==> src/rtl/pe_node_ctrl_pkg.sv <==
// Shared definitions for the PE node-state controller: mode encodings and
// packet layout {last, addr, val} derived from the address/value widths.
package pe_node_ctrl_pkg;

  typedef enum logic [1:0] {
    CONF_RELAX = 2'b00,
    CONF_LOAD  = 2'b01,
    CONF_DROP  = 2'b10,
    CONF_DROP2 = 2'b11
  } conf_mode_e;

  function automatic int unsigned pkt_w(input int unsigned node_w, input int unsigned val_w);
    return 1 + node_w + val_w;
  endfunction

  function automatic int unsigned val_lsb();
    return 0;
  endfunction

  function automatic int unsigned addr_lsb(input int unsigned val_w);
    return val_w;
  endfunction

  function automatic int unsigned last_bit(input int unsigned node_w, input int unsigned val_w);
    return node_w + val_w;
  endfunction

endpackage

==> src/rtl/pe_out_reg.sv <==
// Single-entry valid/ready output register; may reload in the cycle it is consumed.
module pe_out_reg #(
  parameter int unsigned W = 27
) (
  input  logic         clk,
  input  logic         rst,
  input  logic         load,
  input  logic [W-1:0] load_data,
  input  logic         out_ready,
  output logic         out_valid,
  output logic [W-1:0] out_data
);

  always_ff @(posedge clk) begin
    if (rst) begin
      out_valid <= 1'b0;
      out_data  <= '0;
    end else if (load) begin
      out_valid <= 1'b1;
      out_data  <= load_data;
    end else if (out_ready) begin
      out_valid <= 1'b0;
    end
  end

endmodule

==> src/rtl/pe_node_ctrl.sv <==
// Two-stage read-modify-write controller for PE node state with update output.
// Optional statistics counters are enabled by defining PE_CTRL_STATS_EN.
module pe_node_ctrl #(
  parameter int unsigned NODE_W = 10,
  parameter int unsigned VAL_W  = 16
) (
  input  logic                    clk,
  input  logic                    rst,
  input  logic [1:0]              conf_mode,
  input  logic                    in_valid,
  output logic                    in_ready,
  input  logic [NODE_W+VAL_W:0]   in_packet,
  output logic [NODE_W-1:0]       nmem_rdaddr,
  input  logic [VAL_W-1:0]        nmem_rdq,
  output logic [NODE_W-1:0]       nmem_wraddr,
  output logic [VAL_W-1:0]        nmem_wrdata,
  output logic                    nmem_wren,
  output logic                    out_valid,
  input  logic                    out_ready,
  output logic [NODE_W+VAL_W:0]   out_packet,
  output logic                    pe_done
`ifdef PE_CTRL_STATS_EN
  ,
  output logic [31:0]             stat_accepted,
  output logic [31:0]             stat_updates
`endif
);
  import pe_node_ctrl_pkg::*;

  localparam int unsigned PKT_W    = pkt_w(NODE_W, VAL_W);
  localparam int unsigned VAL_LSB  = val_lsb();
  localparam int unsigned ADDR_LSB = addr_lsb(VAL_W);
  localparam int unsigned LAST_BIT = last_bit(NODE_W, VAL_W);

  logic              s1_valid, s1_last;
  logic [NODE_W-1:0] s1_addr;
  logic [VAL_W-1:0]  s1_val;
  conf_mode_e        s1_mode;

  logic              wr_last_valid;
  logic [NODE_W-1:0] wr_last_addr;
  logic [VAL_W-1:0]  wr_last_data;

  logic              last_seen, done_r;
  logic [VAL_W-1:0]  cur;
  logic              bypass, improve, s1_emits, s1_writes, stall, accept;
  logic              out_load, out_valid_n, last_seen_n, done_set;

  always_comb begin
    bypass      = wr_last_valid && (wr_last_addr == s1_addr);
    cur         = bypass ? wr_last_data : nmem_rdq;
    improve     = s1_val < cur;
    s1_emits    = (s1_mode == CONF_RELAX) && improve;
    s1_writes   = s1_emits || (s1_mode == CONF_LOAD);
    stall       = out_valid && !out_ready && s1_valid && s1_emits;
    in_ready    = !rst && !stall;
    accept      = in_valid && in_ready;
    // A stalled S1 re-reads its own address so nmem_rdq is fresh when it retires.
    nmem_rdaddr = stall ? s1_addr : in_packet[ADDR_LSB +: NODE_W];
    nmem_wren   = !rst && s1_valid && !stall && s1_writes;
    nmem_wraddr = s1_addr;
    nmem_wrdata = s1_val;
    out_load    = !rst && s1_valid && !stall && s1_emits;
    // Done is judged on next-cycle occupancy so it rises together with the drain.
    out_valid_n = out_load || (out_valid && !out_ready);
    last_seen_n = last_seen || (s1_valid && !stall && s1_last);
    done_set    = last_seen_n && !accept && !stall && !out_valid_n;
  end

  always_ff @(posedge clk) begin
    if (rst) begin
      s1_valid      <= 1'b0;
      s1_last       <= 1'b0;
      s1_addr       <= '0;
      s1_val        <= '0;
      s1_mode       <= CONF_RELAX;
      wr_last_valid <= 1'b0;
      wr_last_addr  <= '0;
      wr_last_data  <= '0;
      last_seen     <= 1'b0;
      done_r        <= 1'b0;
    end else begin
      if (!stall) begin
        s1_valid <= accept;
        if (accept) begin
          s1_last <= in_packet[LAST_BIT];
          s1_addr <= in_packet[ADDR_LSB +: NODE_W];
          s1_val  <= in_packet[VAL_LSB +: VAL_W];
          s1_mode <= conf_mode_e'(conf_mode);
        end
      end
      wr_last_valid <= nmem_wren;
      if (nmem_wren) begin
        wr_last_addr <= nmem_wraddr;
        wr_last_data <= nmem_wrdata;
      end
      last_seen <= done_set ? 1'b0 : last_seen_n;
      done_r    <= accept ? 1'b0 : (done_r || done_set);
    end
  end

  assign pe_done = done_r;

  pe_out_reg #(
    .W (PKT_W)
  ) u_out_reg (
    .clk       (clk),
    .rst       (rst),
    .load      (out_load),
    .load_data ({s1_last, s1_addr, s1_val}),
    .out_ready (out_ready),
    .out_valid (out_valid),
    .out_data  (out_packet)
  );

`ifdef PE_CTRL_STATS_EN
  always_ff @(posedge clk) begin
    if (rst) begin
      stat_accepted <= '0;
      stat_updates  <= '0;
    end else begin
      if (accept)    stat_accepted <= stat_accepted + 32'd1;
      if (nmem_wren) stat_updates  <= stat_updates + 32'd1;
    end
  end
`endif

endmodule

==> config.mk <==
export PLATFORM = sky130hd
export DESIGN_NAME = pe_node_ctrl
export DESIGN_NICKNAME = d
export VERILOG_FILES = /design/src/rtl/pe_node_ctrl_pkg.sv /design/src/rtl/pe_out_reg.sv /design/src/rtl/pe_node_ctrl.sv
export SDC_FILE = /design/constraint.sdc
export NUM_CORES = 1
export LEC_CHECK = 0
export BUFFER_PORTS_ARGS = -buffer_cell sky130_fd_sc_hd__buf_4
export CAP_MARGIN = 5
export CORE_ASPECT_RATIO = 0.5
export CORE_UTILIZATION = 53
export DETAILED_ROUTE_END_ITERATION = 10
export PLACE_DENSITY_LB_ADDON = 0.2
export SYNTH_ARGS = -nofsm -noshare
export SYNTH_HDL_FRONTEND = slang
export SYNTH_SLANG_ARGS = --single-unit
==> constraint.sdc <==
create_clock -name clk -period 5.45 [get_ports clk]
set_clock_uncertainty 0.15 [all_clocks]
set_input_delay 0.2725 -clock clk [delete_from_list [all_inputs] [get_ports clk]]
set_output_delay 0.2725 -clock clk [all_outputs]
set_load 0.03 [all_outputs]
Word-level counts from Yosys, hierarchy flattened

Index checks and enable logic that the tools add are counted.

Magnitude comparators: 1
Equal/unequal tests: 2
Muxes and demuxes: 4
Bitwise gates (word level): 1
Reductions and logical operators: 30

Operator list:

| operator                                                               | number |
|---|---|
| 1-bit logical AND                                                      | 16 |
| 16-bit < comparator                                                    | 1 |
| 16-bit two-way mux                                                     | 1 |
| 10-bit equality test                                                   | 1 |
| 10-bit two-way mux                                                     | 1 |
| 1-bit logical NOT                                                      | 5 |
| 1-bit logical OR                                                       | 4 |
| 2-bit OR reduction                                                     | 2 |
| 2-bit by 1-bit equality test with 1-bit output (second input constant) | 1 |
| 2-bit logical NOT                                                      | 1 |
| 1-bit two-way mux                                                      | 2 |
| 2-bit AND reduction                                                    | 1 |
| 2-bit nonzero test                                                     | 1 |
| 1-bit inverter                                                         | 1 |

Flip-flop bits (word level): 87
Input bits: 49
Output and inout port bits: 67
Logic and storage cells: 50

Logic depth before layout (Yosys ltp)

Depth in word-level cells: 14
Depth in mapped cells: 14
Depth with buffers taken out: 11

Cells and area by module

From an unflattened synthesis, not the netlist that was laid out.

Cells, all modules: 421
Area, all modules: 4,346.7 µm²

Modules (own cells, without submodules):

| module       | instances | cells an instance | area an instance (µm²) | sequential area each (µm²) |
|---|---|---|---|---|
| pe_node_ctrl | 1         | 330               | 3,333.2                | 1,181.1 |
| pe_out_reg   | 1         | 91                | 1,013.5                | 560.5 |

Least setup slack after synthesis

Ideal clock, no wire load.

Path kind: register to output
Start point: register s1_addr[3] (netlist: nmem_wraddr[3])
End point: output port nmem_wren
Arrival: 4.144 ns
Required time: 5.028 ns
Setup slack: 0.883 ns
Stages on the path, launching flop included: 15
Buffers on the path: 3
Cell sequence: dfxtp_1 xnor2_1 nand4_1 nor3_2 clkbuf_1 mux2i_1 ha_1 a211oi_1 o21ai_0 a41oi_1 o21ai_1 or3_1 buf_6 buf_6 a21oi_1

Cells in the longest elaborated chain, start to end: 9
Elaborated cells on any way between the ends: 10
Classes of those cells: order compare (1); eq/ne (1); mux (1); reduce/logical (7)

Ends and longest elaborated chain:

| item                   | line               | source |
|---|---|---|
| start, declared        | pe_node_ctrl.sv:36 | `logic [NODE_W-1:0] s1_addr;` |
| start signal, assigned | pe_node_ctrl.sv:87 | `s1_addr <= in_packet[ADDR_LSB +: NODE_W];` |
| 10-bit equality test * | pe_node_ctrl.sv:50 | `bypass = wr_last_valid && (wr_last_addr == s1_addr);` |
| 1-bit logical AND *    | pe_node_ctrl.sv:50 |  |
| 16-bit two-way mux *   | pe_node_ctrl.sv:51 | `cur = bypass ? wr_last_data : nmem_rdq;` |
| 16-bit < comparator *  | pe_node_ctrl.sv:52 | `improve = s1_val < cur;` |
| 1-bit logical AND *    | pe_node_ctrl.sv:53 | `s1_emits = (s1_mode == CONF_RELAX) && improve;` |
| 1-bit logical AND      | pe_node_ctrl.sv:55 | `stall = out_valid && !out_ready && s1_valid && s1_emits;` |
| 1-bit logical NOT      | -                  |  |
| 1-bit logical AND      | pe_node_ctrl.sv:60 | `nmem_wren = !rst && s1_valid && !stall && s1_writes;` |
| 1-bit logical AND *    | pe_node_ctrl.sv:60 |  |
| end, declared          | pe_node_ctrl.sv:17 | `output logic nmem_wren,` |

Mark *: on every way between the ends. The rest lies on a longest branch, timed or not.

Worst setup path in the final report

Start point: register s1_addr[2] (netlist: nmem_wraddr[2])
End point: output port nmem_rdaddr[1]

Cells in the longest elaborated chain, start to end: 7

Ends and longest elaborated chain:

| item                 | line               | source |
|---|---|---|
| 10-bit equality test | pe_node_ctrl.sv:50 |  |
| 1-bit logical AND    | pe_node_ctrl.sv:50 |  |
| 16-bit two-way mux   | pe_node_ctrl.sv:51 |  |
| 16-bit < comparator  | pe_node_ctrl.sv:52 |  |
| 1-bit logical AND    | pe_node_ctrl.sv:53 |  |
| 1-bit logical AND    | pe_node_ctrl.sv:55 |  |
| 10-bit two-way mux   | pe_node_ctrl.sv:59 | `nmem_rdaddr = stall ? s1_addr : in_packet[ADDR_LSB +: NODE_W];` |
| end, declared        | pe_node_ctrl.sv:13 | `output logic [NODE_W-1:0] nmem_rdaddr,` |

Every way passes these cells.

==> results_dict.tcl <==
set metrics [dict create \
    tns_ns 0 \
    tightest_slew_ns 0.9429 \
    ys.flop_type "dfxtp_1" \
    p_leak_nw 2.408 \
    clkLatencyLatePin_ns 0.34 \
    root_buffer "clkbuf_16" \
    start_util_pct 56.02 \
    die_h_um 67.72 \
    p_sw_share_pct 27.22 \
    syn_area_mm2 0.004578 \
    arrival_ns 4.67 \
    yosys_warnings 0 \
    cp.required_ns 5.03 \
    crit_path_max_incr_delay_ns 0.48 \
    hpwl_um 8307 \
    postRouteAntennaNets 0 \
    max_cap_violations 0 \
    synth_cell_types 40 \
    combPwrFrac_pct 16.9 \
    drc_errors 0 \
    cp_num_buf_inv 3 \
    layout_common_cells "125 x buf_4, 87 x dfxtp_1, 76 x nand2_1" \
    area.sequential_mm2 0.001742 \
    syn_avg_cell_area_um2 8.959 \
    intPower_mw 1.146 \
    postCtsSetupRepairBufs 0 \
    layout_commonest_cell "buf_4" \
    drt_first_pass_iters 5 \
    cp-startpoint "nmem_wraddr[2]" \
    overflow 0 \
    core_area_mm2 0.008173 \
    cts_buffers 9 \
    finalWeightedCongestion 0.8241 \
    cp-end-kind "output pin" \
    vdd_drop_max_uv 171.3 \
    synth-edff-count 0 \
    ios 116 \
    fin_nets 666 \
    fin_util_pct 70.77 \
    fin_crit_sh_pct 93.47 \
    setup_violations 0 \
    ys_seq_area_share_pct 38.04 \
    drt-total-wl_um 12200 \
    area_growth_pct 26.35 \
    seq_power_share_pct 43.4 \
    grt_pass1_vias 3720 \
    rows 23 \
    grt_start_max_net_pins 81 \
    rr_startpoint "nmem_wraddr[2]" \
    vias 4220 \
    synthArstFlopShare_pct 0 \
    first_iter_violations 343 \
    hold_buffers 0 \
    critPathKind "reg -> out" \
    grtUsageTotal_pct 27.66 \
    clkSinkCount 87 \
    clkPwrFrac_pct 39.6 \
    rsz0062_at_grt "no" \
    cts_max_path_buffers 2 \
    fmax_mhz 196.3 \
    relSlewSlack_pct 37.05 \
    htree_num_levels 3 \
    chipWidth_um 133.4 \
    drive_gt1_share_pct 26.90 \
    cts_resized 0 \
    wire_per_inst_um 16.99 \
    n_fill_cell 680 \
    holdCritStartpoint "in_valid" \
    grt_pass1_wl_um 19050 \
    cts_tree "built" \
    cpLargestDelayFamily "compound AO/OA/AOI/OAI gates" \
    crit_path_start_kind "register" \
    diodes 0 \
    die_area_mm2 0.009037 \
    ys_ff_latch 87 \
    clkTransAtPathRegs_ns 0.06 \
    crit_slowest_cell "nor3_4" \
    cp_cell_sequence "xnor2_1 > nand4_1 > nor3_4 > buf_4 > mux2i_1 > ha_1 > a211oi_1 > o21ai_0 > a41oi_1 > o21ai_4 > nor3_2 > buf_4 > mux2_2 > buf_4" \
    period_needed_ns 5.094 \
    status "complete, no violations" \
    hold_viol 0 \
    detail_route.vias_per_cell 5.877 \
    critPathMostFrequentCell "buf_4" \
    worstPathMaxFanout 28 \
    antenna_found_initial 0 \
    io_buffers 115 \
    p_sw_mw 0.4287 \
    syn-num-nets 575 \
    slew_viol_final 0 \
    synthCells 511 \
    multi_input_area_mm2 0.002650 \
    power_density_mw_per_mm2 272.3 \
    hold_class "in -> reg" \
]
-- worst paths after layout --
path,cells after the start,endpoint,slack [ns]
worst max-delay path,14,nmem_rdaddr[1],0.36
worst min-delay path,2,s1_valid,0.02
worst max register to register,13,u_out_reg.out_data[3],0.67
worst min register to register,2,u_out_reg.out_data[14],0.31
-- final cells by class --
type                            instances  area share, %
Multi-Input combinational cell        375          45.81
Sequential cell                        87          30.11
Timing Repair Buffer                  125          16.22
Clock buffer                           12          4.434
Tap cell                              112          2.423
Clock inverter                          3         0.7355
Inverter                                4         0.2596
-- metrics by stage --
stage	power (mW)	setup slack (ns)	std cells	hold WS, ns	cell area [um^2]
3_5_place_dp	0.9609	0.7498	703	0.3034	5485
5_1_grt	1.630	0.1295	718	0.006171	5784
2_1_floorplan	0.8620	0.8833	511	0.2464	4578
3_3_place_gp	0.9574	0.8087	703	0.2977	5485
6_report	1.575	0.3556	718	0.01532	5784
4_1_cts	1.579	0.3569	718	0.008609	5784
-- power groups by stage --
stage	clock network, mW	logic (mW)	registers, mW
2_1_floorplan	0	0.135	0.727
3_3_place_gp	0	0.261	0.697
3_5_place_dp	0	0.264	0.697
4_1_cts	0.629	0.266	0.684
5_1_grt	0.657	0.287	0.686
6_report	0.624	0.267	0.684
-- flip-flops by register name, indices dropped and copies added (netlist names) --
register             flops
s1_mode                  2
pe_done                  1
u_out_reg.out_data      27
wr_last_valid            1
u_out_reg.out_valid      1
wr_last_addr            10
wr_last_data            16
s1_valid                 1
nmem_wrdata             16
last_seen                1
s1_last                  1
nmem_wraddr             10
-- worst reg2reg max path, delay by kind of cell, from the launching register on --
| kind | cells | cell delay, ns |
|---|---|---|
| AOI/OAI and AO/OA | 5 | 1.47 |
| muxes | 1 | 0.23 |
| adders and majority gates | 1 | 0.28 |
| buffers and inverters | 2 | 0.65 |
| xor gates and xnor gates | 1 | 0.33 |
| DFF | 1 | 0.35 |
| and+or+nand+nor | 3 | 1.23 |
-- routing by layer --
| metal | global-route usage [%] | vias up | share of wire [%] |
|---|---|---|---|
| li1 | - | 2064 | - |
| met1 | 37.79 | 1988 | 49 |
| met2 | 43.03 | 156 | 43 |
| met3 | 7.432 | 12 | 7.1 |
| met4 | 7.955 | 0 | 0.88 |
| met5 | 0 | - | 0 |
-- cells by family (layout without fill, tap and decap cells) --
kind of cell,count (synthesis),in the layout,synth area share [%]
buf+inv,49,144,5.056
compound gates,116,116,18.94
flops,87,87,38.04
xor+xnor,10,10,1.913
mux,69,69,15.36
simple gates,165,165,16.59
fa+ha+maj,15,15,4.099
-- synth_stat cells, types with 10 or more instances --
master | count | share of area [%]
clkbuf_1 | 34 | 2.8
ha_1 | 15 | 4.1
mux2i_1 | 59 | 13
o211ai_1 | 42 | 6.9
a31oi_1 | 27 | 3.7
nor2b_1 | 28 | 3.8
dfxtp_1 | 87 | 38
mux2_2 | 10 | 2.5
nor2_1 | 33 | 2.7
nand2_1 | 77 | 6.3
nor4_1 | 13 | 1.8
xnor2_1 | 10 | 1.9
Note: power is estimated with default switching activity, not from simulation.
